--- src/rtl/rv32i_pkg.sv ---
// Shared RV32I opcode/funct3 constants and the decode payload type,
// used by the decode stage and the ALU.
package rv32i_pkg;

    localparam logic [6:0] OPC_OP     = 7'b0110011;
    localparam logic [6:0] OPC_OP_IMM = 7'b0010011;

    typedef enum logic [2:0] {
        F3_ADD  = 3'b000,
        F3_SLL  = 3'b001,
        F3_SLT  = 3'b010,
        F3_SLTU = 3'b011,
        F3_XOR  = 3'b100,
        F3_SRL  = 3'b101,
        F3_OR   = 3'b110,
        F3_AND  = 3'b111
    } funct3_e;

    typedef struct packed {
        logic [2:0]  funct3;
        logic        mod;
        logic        immediate;
        logic [31:0] val1;
        logic [31:0] val2;
        logic [4:0]  rd;
        logic        illegal;
    } id_payload_t;

    function automatic logic signed [31:0] imm_i_sext(input logic [31:0] instr);
        return {{20{instr[31]}}, instr[31:20]};
    endfunction

endpackage

--- src/rtl/regfile.sv ---
// 32-entry register file: two asynchronous read ports, one synchronous write
// port, synchronous clear. x0 always reads as zero and ignores writes.
module regfile #(
    parameter int DATA_W = 32
) (
    input  logic              clk,
    input  logic              rst,
    input  logic              i_we,
    input  logic [4:0]        i_waddr,
    input  logic [DATA_W-1:0] i_wdata,
    input  logic [4:0]        i_raddr1,
    input  logic [4:0]        i_raddr2,
    output logic [DATA_W-1:0] o_rdata1,
    output logic [DATA_W-1:0] o_rdata2
);

    logic [DATA_W-1:0] r_mem [32];

    always_ff @(posedge clk) begin
        if (rst) begin
            for (int i = 0; i < 32; i++) begin
                r_mem[i] <= '0;
            end
        end else if (i_we && (i_waddr != 5'd0)) begin
            r_mem[i_waddr] <= i_wdata;
        end
    end

    assign o_rdata1 = (i_raddr1 == 5'd0) ? '0 : r_mem[i_raddr1];
    assign o_rdata2 = (i_raddr2 == 5'd0) ? '0 : r_mem[i_raddr2];

endmodule

--- src/rtl/id_stage.sv ---
// RV32I decode stage: register read, OP/OP-IMM decode, single-entry payload register.
// Optional RV32I_WB_BYPASS_EN forwards a same-cycle write-back onto the source operands.
module id_stage
    import rv32i_pkg::*;
(
    input  logic        clk,
    input  logic        rst,
    input  logic        if_valid,
    output logic        if_ready,
    input  logic [31:0] if_instr,
    output logic        ex_valid,
    input  logic        ex_ready,
    output logic [2:0]  ex_funct3,
    output logic        ex_mod,
    output logic        ex_immediate,
    output logic [31:0] ex_val1,
    output logic [31:0] ex_val2,
    output logic [4:0]  ex_rd,
    output logic        ex_illegal,
    input  logic        wb_en,
    input  logic [4:0]  wb_rd,
    input  logic [31:0] wb_data
);

    localparam int DATA_W = 32;

    logic [6:0]        w_opcode;
    logic [4:0]        w_rs1;
    logic [4:0]        w_rs2;
    logic [2:0]        w_f3;
    logic [DATA_W-1:0] w_rf_rd1;
    logic [DATA_W-1:0] w_rf_rd2;
    logic [DATA_W-1:0] w_op1;
    logic [DATA_W-1:0] w_op2;
    logic              w_capture;
    id_payload_t       w_dec;

    logic              r_vld_p1;
    id_payload_t       r_pl_p1;

    assign w_opcode = if_instr[6:0];
    assign w_rs1    = if_instr[19:15];
    assign w_rs2    = if_instr[24:20];
    assign w_f3     = if_instr[14:12];

    regfile #(.DATA_W(DATA_W)) u_regfile (
        .clk      (clk),
        .rst      (rst),
        .i_we     (wb_en),
        .i_waddr  (wb_rd),
        .i_wdata  (wb_data),
        .i_raddr1 (w_rs1),
        .i_raddr2 (w_rs2),
        .o_rdata1 (w_rf_rd1),
        .o_rdata2 (w_rf_rd2)
    );

`ifdef RV32I_WB_BYPASS_EN
    assign w_op1 = (wb_en && (wb_rd != 5'd0) && (wb_rd == w_rs1)) ? wb_data : w_rf_rd1;
    assign w_op2 = (wb_en && (wb_rd != 5'd0) && (wb_rd == w_rs2)) ? wb_data : w_rf_rd2;
`else
    assign w_op1 = w_rf_rd1;
    assign w_op2 = w_rf_rd2;
`endif

    // Stage p0: combinational decode of the fetched word
    always_comb begin
        w_dec = '0;
        case (w_opcode)
            OPC_OP: begin
                w_dec.funct3 = w_f3;
                w_dec.rd     = if_instr[11:7];
                w_dec.val1   = w_op1;
                w_dec.val2   = w_op2;
                w_dec.mod    = if_instr[30];
            end
            OPC_OP_IMM: begin
                w_dec.funct3    = w_f3;
                w_dec.rd        = if_instr[11:7];
                w_dec.immediate = 1'b1;
                w_dec.val1      = w_op1;
                if ((w_f3 == F3_SLL) || (w_f3 == F3_SRL)) begin
                    w_dec.val2 = {27'b0, if_instr[24:20]};
                    w_dec.mod  = (w_f3 == F3_SRL) ? if_instr[30] : 1'b0;
                end else begin
                    w_dec.val2 = imm_i_sext(if_instr);
                end
            end
            default: begin
                w_dec.illegal = 1'b1;
            end
        endcase
    end

    assign if_ready  = !r_vld_p1 || ex_ready;
    assign w_capture = if_valid && if_ready;

    // Stage p1: payload register, held untouched while the ALU stalls
    always_ff @(posedge clk) begin
        if (rst) begin
            r_vld_p1 <= 1'b0;
            r_pl_p1  <= '0;
        end else if (w_capture) begin
            r_vld_p1 <= 1'b1;
            r_pl_p1  <= w_dec;
        end else if (ex_ready) begin
            r_vld_p1 <= 1'b0;
        end
    end

    assign ex_valid     = r_vld_p1;
    assign ex_funct3    = r_pl_p1.funct3;
    assign ex_mod       = r_pl_p1.mod;
    assign ex_immediate = r_pl_p1.immediate;
    assign ex_val1      = r_pl_p1.val1;
    assign ex_val2      = r_pl_p1.val2;
    assign ex_rd        = r_pl_p1.rd;
    assign ex_illegal   = r_pl_p1.illegal;

endmodule

--- config.mk ---
export PLATFORM = sky130hd
export DESIGN_NAME = id_stage
export DESIGN_NICKNAME = d
export VERILOG_FILES = /design/src/rtl/rv32i_pkg.sv /design/src/rtl/regfile.sv /design/src/rtl/id_stage.sv
export SDC_FILE = /design/constraint.sdc
export NUM_CORES = 2
export LEC_CHECK = 0
export ABC_AREA = 1
export CORE_MARGIN = 8
export CORE_UTILIZATION = 40
export DETAILED_ROUTE_END_ITERATION = 6
export HOLD_SLACK_MARGIN = 0.15
export PLACE_DENSITY = 0.61
export SYNTH_ARGS = -nofsm -noshare
export SYNTH_HDL_FRONTEND = slang
export SYNTH_HIERARCHICAL = 1
export SYNTH_SLANG_ARGS = --single-unit
--- constraint.sdc ---
create_clock -name clk -period 2.43 [get_ports clk]
set_input_delay 0.243 -clock clk [delete_from_list [all_inputs] [get_ports clk]]
set_output_delay 0.243 -clock clk [all_outputs]
set_load 0.1 [all_outputs]
==> reports/qor.yml <==
synth-warning-count: 6
ant_diodes: 0
register_to_register_path_setup_slack_ps: 310
groute.usage.overall_pct: 29.4
cts-buffers-inserted: 119
placeableCoreArea_um2: 149000
post_synth_inst_count: 7720
tritoncts: "yes"
drtAntennaViolNets: 0
routed_wirelength_um: 250000
synthMostInstantiatedCell: "sky130_fd_sc_hd__nand2_1"
timing.critical_path.mode_cell: "sky130_fd_sc_hd__nand3_1"
cp.depth: 15
via_count_of_the_first_global_routing_pass: 53338
num_io_pins: 151
net-switching-power_mw: 13.9
worst_setup_path_end_kind: "flip-flop"
h-tree-depth: 3
worst_supply_voltage_drop_on_vdd_mv: 0.590
timing.critical_path.fanout_max: 15
clock_latency_on_the_worst_skew_pair_ps: 760
reg2regPathDepth: 11
max_clock_freq_mhz: 414
netSwitchingFraction_pct: 28.2
p_per_area_nw_per_um2: 686
synth_top_cells_by_area: "sky130_fd_sc_hd__edfxtp_1 (51%), sky130_fd_sc_hd__nand2_1 (14%), sky130_fd_sc_hd__nor2_1 (12%), sky130_fd_sc_hd__nand3_1 (8.9%), sky130_fd_sc_hd__o21ai_0 (3.3%)"
cts-root-buf: "sky130_fd_sc_hd__clkbuf_16"
yosys.area.top_type: "sky130_fd_sc_hd__edfxtp_1"
timing.rr.end: "ex_val1[12]"
critPathLaunch: "if_instr[21]"
dpl_worst_slack_ps: -237
clock_skew_ps: 36.3
cts-root-to-sink-buffers: 3
grt_antenna_before_repair: 4
final_net_count: 8013
cts_post_setup_buffers_inserted: 0
rsz0062_at_grt: "no"
dpl.hpwl_um: 163000
synth_async_sr_flop_share_pct: 0
vias: 57822
global_route_wire_length_before_repair_um: 358000
highest_delay_cell_along_the_critical_path: "sky130_fd_sc_hd__dlygate4sd3_1"
flip_flop_and_latch_count_after_synthesis: 1100
netlist_area_um2: 59900
drcViolationCount: 1
power.internal_mw: 35.3
grt-ovfl-total: 0
die_span_in_y_um: 403
cp_cell_sequence: "dlygate4sd3_1 -> buf_8 -> inv_8 -> buf_12 -> nor2_1 -> o21ai_0 -> nand3_1 -> nand3_1 -> nand2_1 -> nand2_1 -> nor2_1 -> nand3_1 -> nand3_1 -> nand2_1 -> inv_1"
result_of_the_run: "finished, violations left"
r2r_start: "u_regfile/r_mem[29][12]"
crit_family: "simple AND/OR/NAND/NOR gates"
synth_enable_flop_cells: 1024
yosys-top-cells-count: "sky130_fd_sc_hd__nand2_1 (2193), sky130_fd_sc_hd__nor2_1 (1839), sky130_fd_sc_hd__nand3_1 (1070)"
timing.setup.critical_path_class: "input pin to flip-flop"
timing_worst_slew_pin_value_ps: 693
timing_hold_violations_final: 0
final_layout_size_suffix_gt1_share_pct: 11.5
timing.max_slew.rel_slack_pct: 53.8
yosys_most_used_dff: "sky130_fd_sc_hd__edfxtp_1"
synth.avg_cell_area_um2: 7.76
clk_pin_slew_ps: 70
slew_viol_final: 0
sequentialPowerShare_pct: 45.1
hold_class: "input pin to flip-flop"
wl_per_cell_um: 25.1
setup.worst_path.start_class: "input pin"
power_frac_clock_pct: 39.3
synth_top_cell_area_share_pct: 51.3
p_comb_share_pct: 15.6
worst_setup_path_endpoint: "ex_val2[3]"
leakagePower_nw: 30.1
setup-tns-final_ps: 0
worst-endpoint-required_ps: 3130
postLayoutSetupSlackWorst_ps: 16.0
cts_sinks: 1100
final.min_clock_period_ps: 2410
finalSetupViolCount: 0
min_period_over_period_pct: 99.3
yosysUniqueCellTypes: 27
fp.dieArea_um2: 162000
violations: "DRC"
cp_slowest_stage_delay_ps: 560
die_width_um: 403
drv.max_cap_violation_count: 0
pin_count_of_the_biggest_net_entering_global_routing: 66
fillCellCount: 14208
floorplan.initialDensity_pct: 40.1
total_buffers_and_inverters_traversed_by_the_critical_path: 5
rows: 142
drt-pass1-iter-count: 7
portBuffers: 150
routed_via_density: 5.79
synth_sequential_area_ratio_pct: 53.9
area_delta_synth_final_pct: 19.8
worst-endpoint-arrival_ps: 3110
finalWeightedCongestion: 0.997
dr.first_iter.drc_count: 9003
-- power by group through the flow --
| stage | combinational (mW) | clock (mW) | sequential [mW] |
|---|---|---|---|
| CTS | 7.42 | 19.5 | 22.2 |
| floorplan | 3.63 | 0 | 22.6 |
| detailed placement | 7.38 | 0 | 22.6 |
| global placement | 7.31 | 0 | 22.5 |
| global route | 8.08 | 20.1 | 22.3 |
| finish | 7.68 | 19.3 | 22.2 |
-- cell families after synthesis --
group / synth area share, %
AOI/OAI and AO/OA: 5.38
buffers and inverters: 6.15
DFF: 53.9
other: 0.00626
and+or+nand+nor: 34.6
-- how the worst min path moves through the flow --
stage	to	from	slack (ps)	cells past startpoint
CTS	ex_mod	if_instr[30]	180	5
global placement	ex_rd[3]	ex_rd[3]	450	2
global route	ex_funct3[2]	if_instr[14]	210	3
floorplan	ex_rd[0]	if_instr[7]	390	2
detailed placement	ex_val1[27]	ex_val1[27]	460	2
finish	ex_val2[8]	if_instr[28]	220	7
-- cells in the final DEF (no fill, tap or decap), types with 62 or more instances in the layout --
| cell | n |
|---|---|
| sky130_fd_sc_hd__o21ai_0 | 397 |
| sky130_fd_sc_hd__dfxtp_1 | 75 |
| sky130_fd_sc_hd__inv_1 | 192 |
| sky130_fd_sc_hd__buf_4 | 471 |
| sky130_fd_sc_hd__nor2_1 | 1830 |
| sky130_fd_sc_hd__buf_12 | 177 |
| sky130_fd_sc_hd__clkbuf_16 | 130 |
| sky130_fd_sc_hd__a21oi_1 | 161 |
| sky130_fd_sc_hd__nand2_1 | 2158 |
| sky130_fd_sc_hd__nand3_1 | 1069 |
| sky130_fd_sc_hd__clkdlybuf4s50_1 | 62 |
| sky130_fd_sc_hd__edfxtp_1 | 1024 |
-- per-layer routing --
metal	track usage (%)	wire length [um]
met1	39.5	95900
met2	42.7	105000
met3	8.57	34200
met4	16.2	15600
met5	0	41
-- what timing repair did --
action	4_1_cts	5_1_grt
endpoints found under the setup margin	0	7
hold endpoints to repair	20	0
hold buffers	12	0
gates resized for setup	0	8
-- flip-flops by register name (all words and copies together), names as in the netlist --
| name | cells |
|---|---|
| ex_valid | 1 |
| ex_val2 | 32 |
| ex_funct3 | 3 |
| ex_val1 | 32 |
| ex_rd | 5 |
| ex_mod | 1 |
| ex_illegal | 1 |
| u_regfile/r_mem | 1024 |
| ex_immediate | 1 |
-- metrics by stage --
stage	hold WS [ps]	instance area, um^2	std cells	util [%]	power (mW)
floorplan	386	60000	7751	-	26.3
global placement	453	67400	9750	45.2	29.9
detailed placement	457	67400	9750	45.2	30.0
CTS	179	71700	9986	48.0	49.1
global route	213	71700	9986	48.1	50.5
finish	218	71700	9986	48.1	49.2
-- worst min-delay path: stages --
cell and delay, ps:
sky130_fd_sc_hd__clkdlybuf4s50_1 390, sky130_fd_sc_hd__inv_1 50, sky130_fd_sc_hd__nor2_1 40, sky130_fd_sc_hd__nand3_1 70, sky130_fd_sc_hd__nand3_1 60, sky130_fd_sc_hd__nand2_1 50
sky130_fd_sc_hd__inv_1 30
-- area by class of cell --
class                   instances  area (um^2)  area share, %
inverters                     201          793           1.11
clock buffers                 148         3380           4.71
clock inverters                76          766           1.07
repair buffers                729         7900           11.0
flip-flops and latches       1100        32300           45.0
multi-input cells            5788        24200           33.7
well taps                    1944         2430           3.39
Note: power is estimated with default switching activity, not from simulation.
